File: src/rtl/divider_aq_shift_reg.sv
// Combined A:Q register pair for a restoring divider. It supports load, a joint left shift,
// A write-back with quotient-bit insert, and a step counter with sticky done/overrun flags.
module divider_aq_shift_reg #(
    parameter int WIDTH = 16,
    parameter int CNT_W = $clog2(WIDTH + 1)
) (
    input  logic             clk,
    input  logic             rst_n,
    input  logic [1:0]       op,
    input  logic [WIDTH-1:0] q_init,
    input  logic [WIDTH:0]   a_in,
    input  logic             q_bit,
    output logic [WIDTH:0]   a_out,
    output logic [WIDTH-1:0] q_out,
    output logic [CNT_W-1:0] step_cnt,
    output logic             done,
    output logic             overrun
);

    typedef enum logic [1:0] {
        OP_HOLD  = 2'b00,
        OP_LOAD  = 2'b01,
        OP_SHIFT = 2'b10,
        OP_WRITE = 2'b11
    } op_e;

    localparam logic [CNT_W-1:0] CNT_ONE  = CNT_W'(1);
    localparam logic [CNT_W-1:0] CNT_LAST = CNT_W'(WIDTH);

    logic [WIDTH:0]   a_q, a_d;
    logic [WIDTH-1:0] q_q, q_d;
    logic [CNT_W-1:0] cnt_q, cnt_d;
    logic             done_q, done_d;
    logic             ovr_q, ovr_d;
    logic [CNT_W-1:0] cnt_inc;

    assign cnt_inc = cnt_q + CNT_ONE;

    always_comb begin
        a_d    = a_q;
        q_d    = q_q;
        cnt_d  = cnt_q;
        done_d = done_q;
        ovr_d  = ovr_q;
        case (op_e'(op))
            OP_LOAD: begin
                a_d    = '0;
                q_d    = q_init;
                cnt_d  = '0;
                done_d = 1'b0;
                ovr_d  = 1'b0;
            end
            OP_SHIFT: begin
                // Once done, further shifts are refused so step_cnt saturates at WIDTH.
                if (done_q) begin
                    ovr_d = 1'b1;
                end else begin
                    {a_d, q_d} = {a_q[WIDTH-1:0], q_q, 1'b0};
                    cnt_d      = cnt_inc;
                    done_d     = (cnt_inc == CNT_LAST);
                end
            end
            OP_WRITE: begin
                a_d = a_in;
                q_d = {q_q[WIDTH-1:1], q_bit};
            end
            default: ;
        endcase
    end

    always_ff @(posedge clk or negedge rst_n) begin
        if (!rst_n) begin
            a_q    <= '0;
            q_q    <= '0;
            cnt_q  <= '0;
            done_q <= 1'b0;
            ovr_q  <= 1'b0;
        end else begin
            a_q    <= a_d;
            q_q    <= q_d;
            cnt_q  <= cnt_d;
            done_q <= done_d;
            ovr_q  <= ovr_d;
        end
    end

    assign a_out    = a_q;
    assign q_out    = q_q;
    assign step_cnt = cnt_q;
    assign done     = done_q;
    assign overrun  = ovr_q;

endmodule

File: config.mk
export PLATFORM = sky130hd
export DESIGN_NAME = divider_aq_shift_reg
export DESIGN_NICKNAME = d
export VERILOG_FILES = /design/src/rtl/divider_aq_shift_reg.sv
export SDC_FILE = /design/constraint.sdc
export NUM_CORES = 1
export LEC_CHECK = 0
export CORE_ASPECT_RATIO = 0.5
export CORE_MARGIN = 2
export CORE_UTILIZATION = 40
export DETAILED_ROUTE_END_ITERATION = 6
export MAX_ROUTING_LAYER = met4
export PLACE_DENSITY_LB_ADDON = 0.3
export SYNTH_ARGS = -nofsm -noshare
export SYNTH_HDL_FRONTEND = slang
export SYNTH_SLANG_ARGS = --single-unit
export TNS_END_PERCENT = 50
File: constraint.sdc
create_clock -name clk -period 1.05 [get_ports clk]
set_input_delay 0.105 -clock clk [delete_from_list [all_inputs] [get_ports clk]]
set_output_delay 0.105 -clock clk [all_outputs]
set_load 0.01 [all_outputs]
# --- Word level (Yosys, flattened, before mapping) ---
# Cells that the tools add are included.
word_totals:
  reg_bits: 40
  output_inout_bits: 40
classes:
  addsub: 1
  eq_ne: 6
  muxes: 10
  bitwise_logic: 1
  n_reduce_logical: 6
ops:
  columns: ["op", "count"]
  rows:
  - ["$pmux W17 S3", 1]
  - ["$pmux W16 S3", 1]
  - ["$mux W17", 1]
  - ["$mux W16", 1]
  - ["$pmux W5 S2", 1]
  - ["$reduce_and A2 Y1", 3]
  - ["$add A5 B1 Y5 const B", 1]
  - ["$eq A5 B5 Y1 const B", 1]
  - ["$mux W5", 1]
  - ["$eq A2 B2 Y1 const B", 2]
  - ["$ne A2 B2 Y1 const B", 2]
  - ["$pmux W1 S2", 2]
  - ["$reduce_and A3 Y1", 1]
  - ["$reduce_bool A3 Y1", 1]
  - ["$eq A2 B1 Y1 const B", 1]
  - ["$mux W1", 2]
  - ["$reduce_bool A2 Y1", 1]
  - ["$not A1 Y1", 1]

# --- Longest topological paths before layout ---
logic_depth:
  word_depth: 4
  depth_mapped: 7
  ltp_nobuf: 5

# --- Least setup slack after synthesis ---
# OpenSTA, ideal clock, no wires.
synth_timing:
  kind: "register to register"
  startpoint: "register done_q (netlist: done)"
  endpoint: "register a_q[10] (netlist: a_out[10])"
  setup_ns: 0.124
  t_arrival_ns: 1.090
  required_ns: 0.926
  setup_slack_ns: -0.164
  path_stages_with_launch: 5
  synth_period_minus_slack_ns: 1.214
  cell_sequence: "dfrtp_1 buf_2 a21oi_4 buf_4 a21oi_2"
synth_via:
  elab_chain_cells: 2
synth_lines:
  columns: ["element", "line_no", "source"]
  rows:
  - ["start, declared", "33", "logic done_q, done_d;"]
  - ["start signal, assigned", "82", "done_q <= done_d;"]
  - ["$ne A2 B2 Y1 (no source line)", null, null]
  - ["$reduce_and A2 Y1 (no source line)", null, null]
  - ["end signal, assigned", "73", "a_q <= '0;"]
  - ["end signal, assigned", "79", "a_q <= a_d;"]
  - ["end, declared", "30", "logic [WIDTH:0] a_q, a_d;"]
# Every way passes these cells.
# A chain may end at the register's enable or synchronous reset.

# --- Worst setup path in the final report ---
layout_timing:
  startpoint: "register done_q (netlist: done)"
  endpoint: "register cnt_q[4] (netlist: step_cnt[4])"
layout_via:
  elab_chain_cells: 2
layout_lines:
  columns: ["element", "line_no", "source"]
  rows:
  - ["$ne A2 B2 Y1 (no source line)", null, null]
  - ["$reduce_and A2 Y1 (no source line)", null, null]
  - ["end signal, assigned", "81", "cnt_q <= cnt_d;"]
  - ["end, declared", "32", "logic [CNT_W-1:0] cnt_q, cnt_d;"]
# Every way passes these cells.

==> results.txt <==
----------------------------------------------------
[Worst setup path]
  Startpoint class of the critical path ... register
  Cell Chain, Critical Path ... buf_6 > nand4b_1 > a21oi_2 > o22ai_2
  Slowest cell on the critical path ... sky130_fd_sc_hd__dfrtp_2
  Crit end category ... register
  CP Data Required Time ... 1240 ps
  Class of the most critical setup path ... register to register
  Signal arrival time at the worst endpoint ... 1380 ps
  CP Max Fanout ... 6
  Delay of the slowest cell on the worst path ... roughly 470 ps

[Final layout]
  Area of all placed cells without fillers ... 3510 µm²
  Share of post-route cells with drive strength above 1 ... 47.3%
  Most common cell after layout, fill and taps aside ... sky130_fd_sc_hd__dfrtp_1
  Most frequent cells in the layout ... sky130_fd_sc_hd__dfrtp_1 (39), sky130_fd_sc_hd__buf_4 (37), sky130_fd_sc_hd__clkdlybuf4s50_1 (34)
  Number of antenna repair diodes ... 0
  Net count, final ... between 300 and 400
  Relative area change from synthesis to final layout ... 72.4%
  Final Non-Filler Cells ... 400

[Clocking]
  Max H-tree Level ... 2
  Worst-skew pair later-pin latency ... 290 ps
  Clock slew at reported path FFs ... approximately 80 ps
  Cell at the root of the clock tree ... sky130_fd_sc_hd__clkbuf_8
  CTS tree ... yes
  Longest Clk Path Bufs ... 2
  Clock sink count ... 40
  Total clock buffers created by CTS ... 5

[Synthesis]
  Yosys warning count ... 0
  Synthesized-area fraction occupied by ao, oa, aoi and oai cells ... 26.2%
  Adder and majority cell fraction of the synthesized area ... 3.07%
  Combinational family with the most area after synthesis ... compound AO/OA/AOI/OAI gates
  Post-synthesis sequential area ratio ... between 40% and 50%
  Synthesized instance count ... 209
  Flops & latches, synth ... 40
  Post-Syn Nets ... ~250
  Post-synthesis share of cell area spent on and, or, nand and nor gates ... between 10% and 20%
  Total standard cell area after synthesis ... around 2000 µm²
  Mux contribution to synthesized area ... 0%
  Post-synthesis xor/xnor area fraction ... less than 1%
  Synth cell types ... 27
  Mean instance size in the synthesized netlist ... 9.75 µm²

[Floorplan]
  CORE AREA ... about 4900 µm²
  Die height ... ~54 µm
  Die outline width ... about 100 µm
  Cell Rows ... 18
  I/O pins ... between 70 and 80
  Starting utilization of the core area ... slightly above 40%
  Area enclosed by the die boundary ... roughly 5700 µm²

[Hold path]
  Path type of the worst min-delay path ... input port to async pin

[Power and ir drop]
  Clock Power Share ... roughly 22%
  Switching power ... around 0.0015 W
  Pwr/cell area ... 1290 nW/µm²
  Power, Total ... roughly 0.0045 W
  Switching share of total power ... between 30% and 40%
  Portion of total power attributed to combinational logic ... roughly 36%
  Seq pwr share ... roughly 42%
  Static Leakage ... about 1.5 nW
  Largest vdd supply drop ... a little under 0.7 mV
  Total internal power ... a little over 0.003 W

[Placement]
  Area of placed instances ... 3040 µm²
  Post-DP HPWL ... between 3 and 4 mm
  Placed cell count ... 366
  Port Buffers ... 77
  Routability Congestion ... approximately 0.81

[Detailed routing]
  Total wire length after detailed routing ... around 6.6 mm
  Detailed-route via count ... slightly above 2000
  DRC errors left ... 0
  Antenna-violating nets left ... 0
  Drt wl/cell ... roughly 17 µm
  Number of detailed-routing iterations run before antenna repair ... 4
  Via-per-instance ratio ... between 5 and 6
  Initial DRC count ... a little over 50

[Global routing]
  Overall overflow remaining after global route ... 0
  GRT Util Overall ... 22.4%
  Wire length of the first global-routing pass ... 9.47 mm
  Number of antenna violations at the first check in global routing ... 0
  Maximum number of pins on one net before global-route repair ... 37
  Via count of the first global-routing pass ... between 1500 and 2000

[Timing]
  Final critical delay including setup and external delays ... approximately 1200 ps
  Actual transition at the worst max-transition pin ... around 340 ps
  Tcrit/Tclk final ... 114%
  Fin. max-slew vios ... 0
  Worst-case setup margin in the final layout ... -145 ps
  Final count of hold timing violations ... 0
  RSZ-0062 raised after global routing ... true
  Final setup violation count ... 39
  Worst-case headroom to the max-slew limit ... between 70 and 80%
  Largest clock skew in the final design ... roughly 6.6 ps
  FMAX ... about 840 MHz

[Run status]
  Run status ... complete, but fails checks
  Failing checks ... setup timing

[Job]
  # Max-Cap Violations ... 0

----------------------------------------------------
## worst paths after layout
path	to	from	cells past startpoint	slack, ps
min in group clk	overrun$_DFFE_PN0P_	op[1]	5	460
min	step_cnt[0]$_DFFE_PN0P_	rst_n	2	250
max in group asynchronous	done$_DFFE_PN0P_	rst_n	3	340
max	step_cnt[4]$_DFFE_PN0P_	done$_DFFE_PN0P_	4	-140
max reg2reg	step_cnt[4]$_DFFE_PN0P_	done$_DFFE_PN0P_	4	-140
min reg2reg	a_out[8]$_DFFE_PN0P_	a_out[8]$_DFFE_PN0P_	2	560
## power groups by stage
stage | logic (W) | registers, W | clock network, W
finish | 0.00161 | 0.00192 | 0.00101
global route | 0.00173 | 0.00194 | 0.00109
CTS | 0.00156 | 0.00189 | 0.000998
detailed placement | 0.00135 | 0.00194 | 0
global placement | 0.00132 | 0.00194 | 0
floorplan | 0.000454 | 0.00203 | 0
## routing by layer
layer	GRT usage, %	vias up	routed length [µm]	part of all wire (%)
met1	27.1	1048	2830	43
li1	-	978	-	-
met2	38.2	42	3490	53
met4	7.11	0	83	1.3
met5	-	-	0	0
met3	5.60	10	223	3.4
## worst max-delay path: cells and delay by family, from the launching register on
family / cells / cell delay, ps
flops: 1 / 470
simple gates: 1 / 220
compound gates: 2 / 250
buf+inv: 1 / 150
## stage by stage
step	hold slack, ps	setup slack (ps)	utilization, %	TNS, ps
global route	282	-200	71.5	-4740
floorplan	-191	-116	-	-2830
finish	249	-145	71.5	-3060
global placement	22.1	-559	62.0	-20620
CTS	248	-111	69.6	-2890
detailed placement	25.1	-631	62.0	-22110
## cell families (layout without fill, tap and decap cells)
kind of cell / after synthesis / in the layout
AOI/OAI and AO/OA: 80 / 80
xor gates and xnor gates: 2 / 2
adders and majority gates: 5 / 5
buffers and inverters: 25 / 146
DFF: 40 / 40
and+or+nand+nor: 57 / 57
## cell usage after synthesis
| master | count | area, µm² |
|---|---|---|
| sky130_fd_sc_hd__o21ai_0 | 3 | 15.0 |
| sky130_fd_sc_hd__nor2_2 | 1 | 6.26 |
| sky130_fd_sc_hd__o22ai_1 | 2 | 12.5 |
| sky130_fd_sc_hd__a21boi_2 | 1 | 11.3 |
| sky130_fd_sc_hd__a21o_1 | 2 | 15.0 |
| sky130_fd_sc_hd__nand4b_1 | 1 | 8.76 |
| sky130_fd_sc_hd__a32o_1 | 1 | 10.0 |
| sky130_fd_sc_hd__a22oi_1 | 19 | 143 |
| sky130_fd_sc_hd__nand2b_1 | 2 | 12.5 |
| sky130_fd_sc_hd__clkbuf_1 | 1 | 3.75 |
| sky130_fd_sc_hd__nor3b_1 | 14 | 105 |
| sky130_fd_sc_hd__a21oi_2 | 12 | 105 |
| sky130_fd_sc_hd__nand2_1 | 2 | 7.51 |
| sky130_fd_sc_hd__buf_4 | 3 | 22.5 |
| sky130_fd_sc_hd__nand3_1 | 2 | 10.0 |
| sky130_fd_sc_hd__inv_1 | 7 | 26.3 |
| sky130_fd_sc_hd__o221a_2 | 1 | 11.3 |
| sky130_fd_sc_hd__dfrtp_1 | 40 | 1000 |
| sky130_fd_sc_hd__buf_6 | 3 | 33.8 |
| sky130_fd_sc_hd__o2bb2ai_1 | 1 | 8.76 |
| sky130_fd_sc_hd__ha_1 | 5 | 62.6 |
| sky130_fd_sc_hd__xor2_1 | 1 | 8.76 |
| sky130_fd_sc_hd__a21oi_4 | 1 | 16.3 |
| sky130_fd_sc_hd__nor2_1 | 35 | 131 |
| sky130_fd_sc_hd__a21oi_1 | 37 | 185 |
| sky130_fd_sc_hd__buf_2 | 11 | 55.1 |
| sky130_fd_sc_hd__xnor2_1 | 1 | 8.76 |
## cell type report
class	count	area, µm²
Fill cell	364	1400
Timing Repair Buffer	132	1160
Multi-Input combinational cell	144	1150
Sequential cell	40	1000
Tap cell	70	87.6
Clock buffer	6	72.6
Inverter	7	26.3
Clock inverter	1	5.00
## flip-flops by register name, summed over array words and instances, names as in the netlist
register / cells
overrun: 1
step_cnt: 5
done: 1
q_out: 16
a_out: 17
## timing repair
item | in CTS | in global routing
hold endpoints to repair | 12 | 0
pin swaps | 5 | 3
setup buffers | 20 | 1
gates resized for setup | 116 | 83
endpoints found under the setup margin | 80 | 70
hold buffers | 1 | 0
gates cloned | 2 | 6
Power figures use the tool's default switching activity.
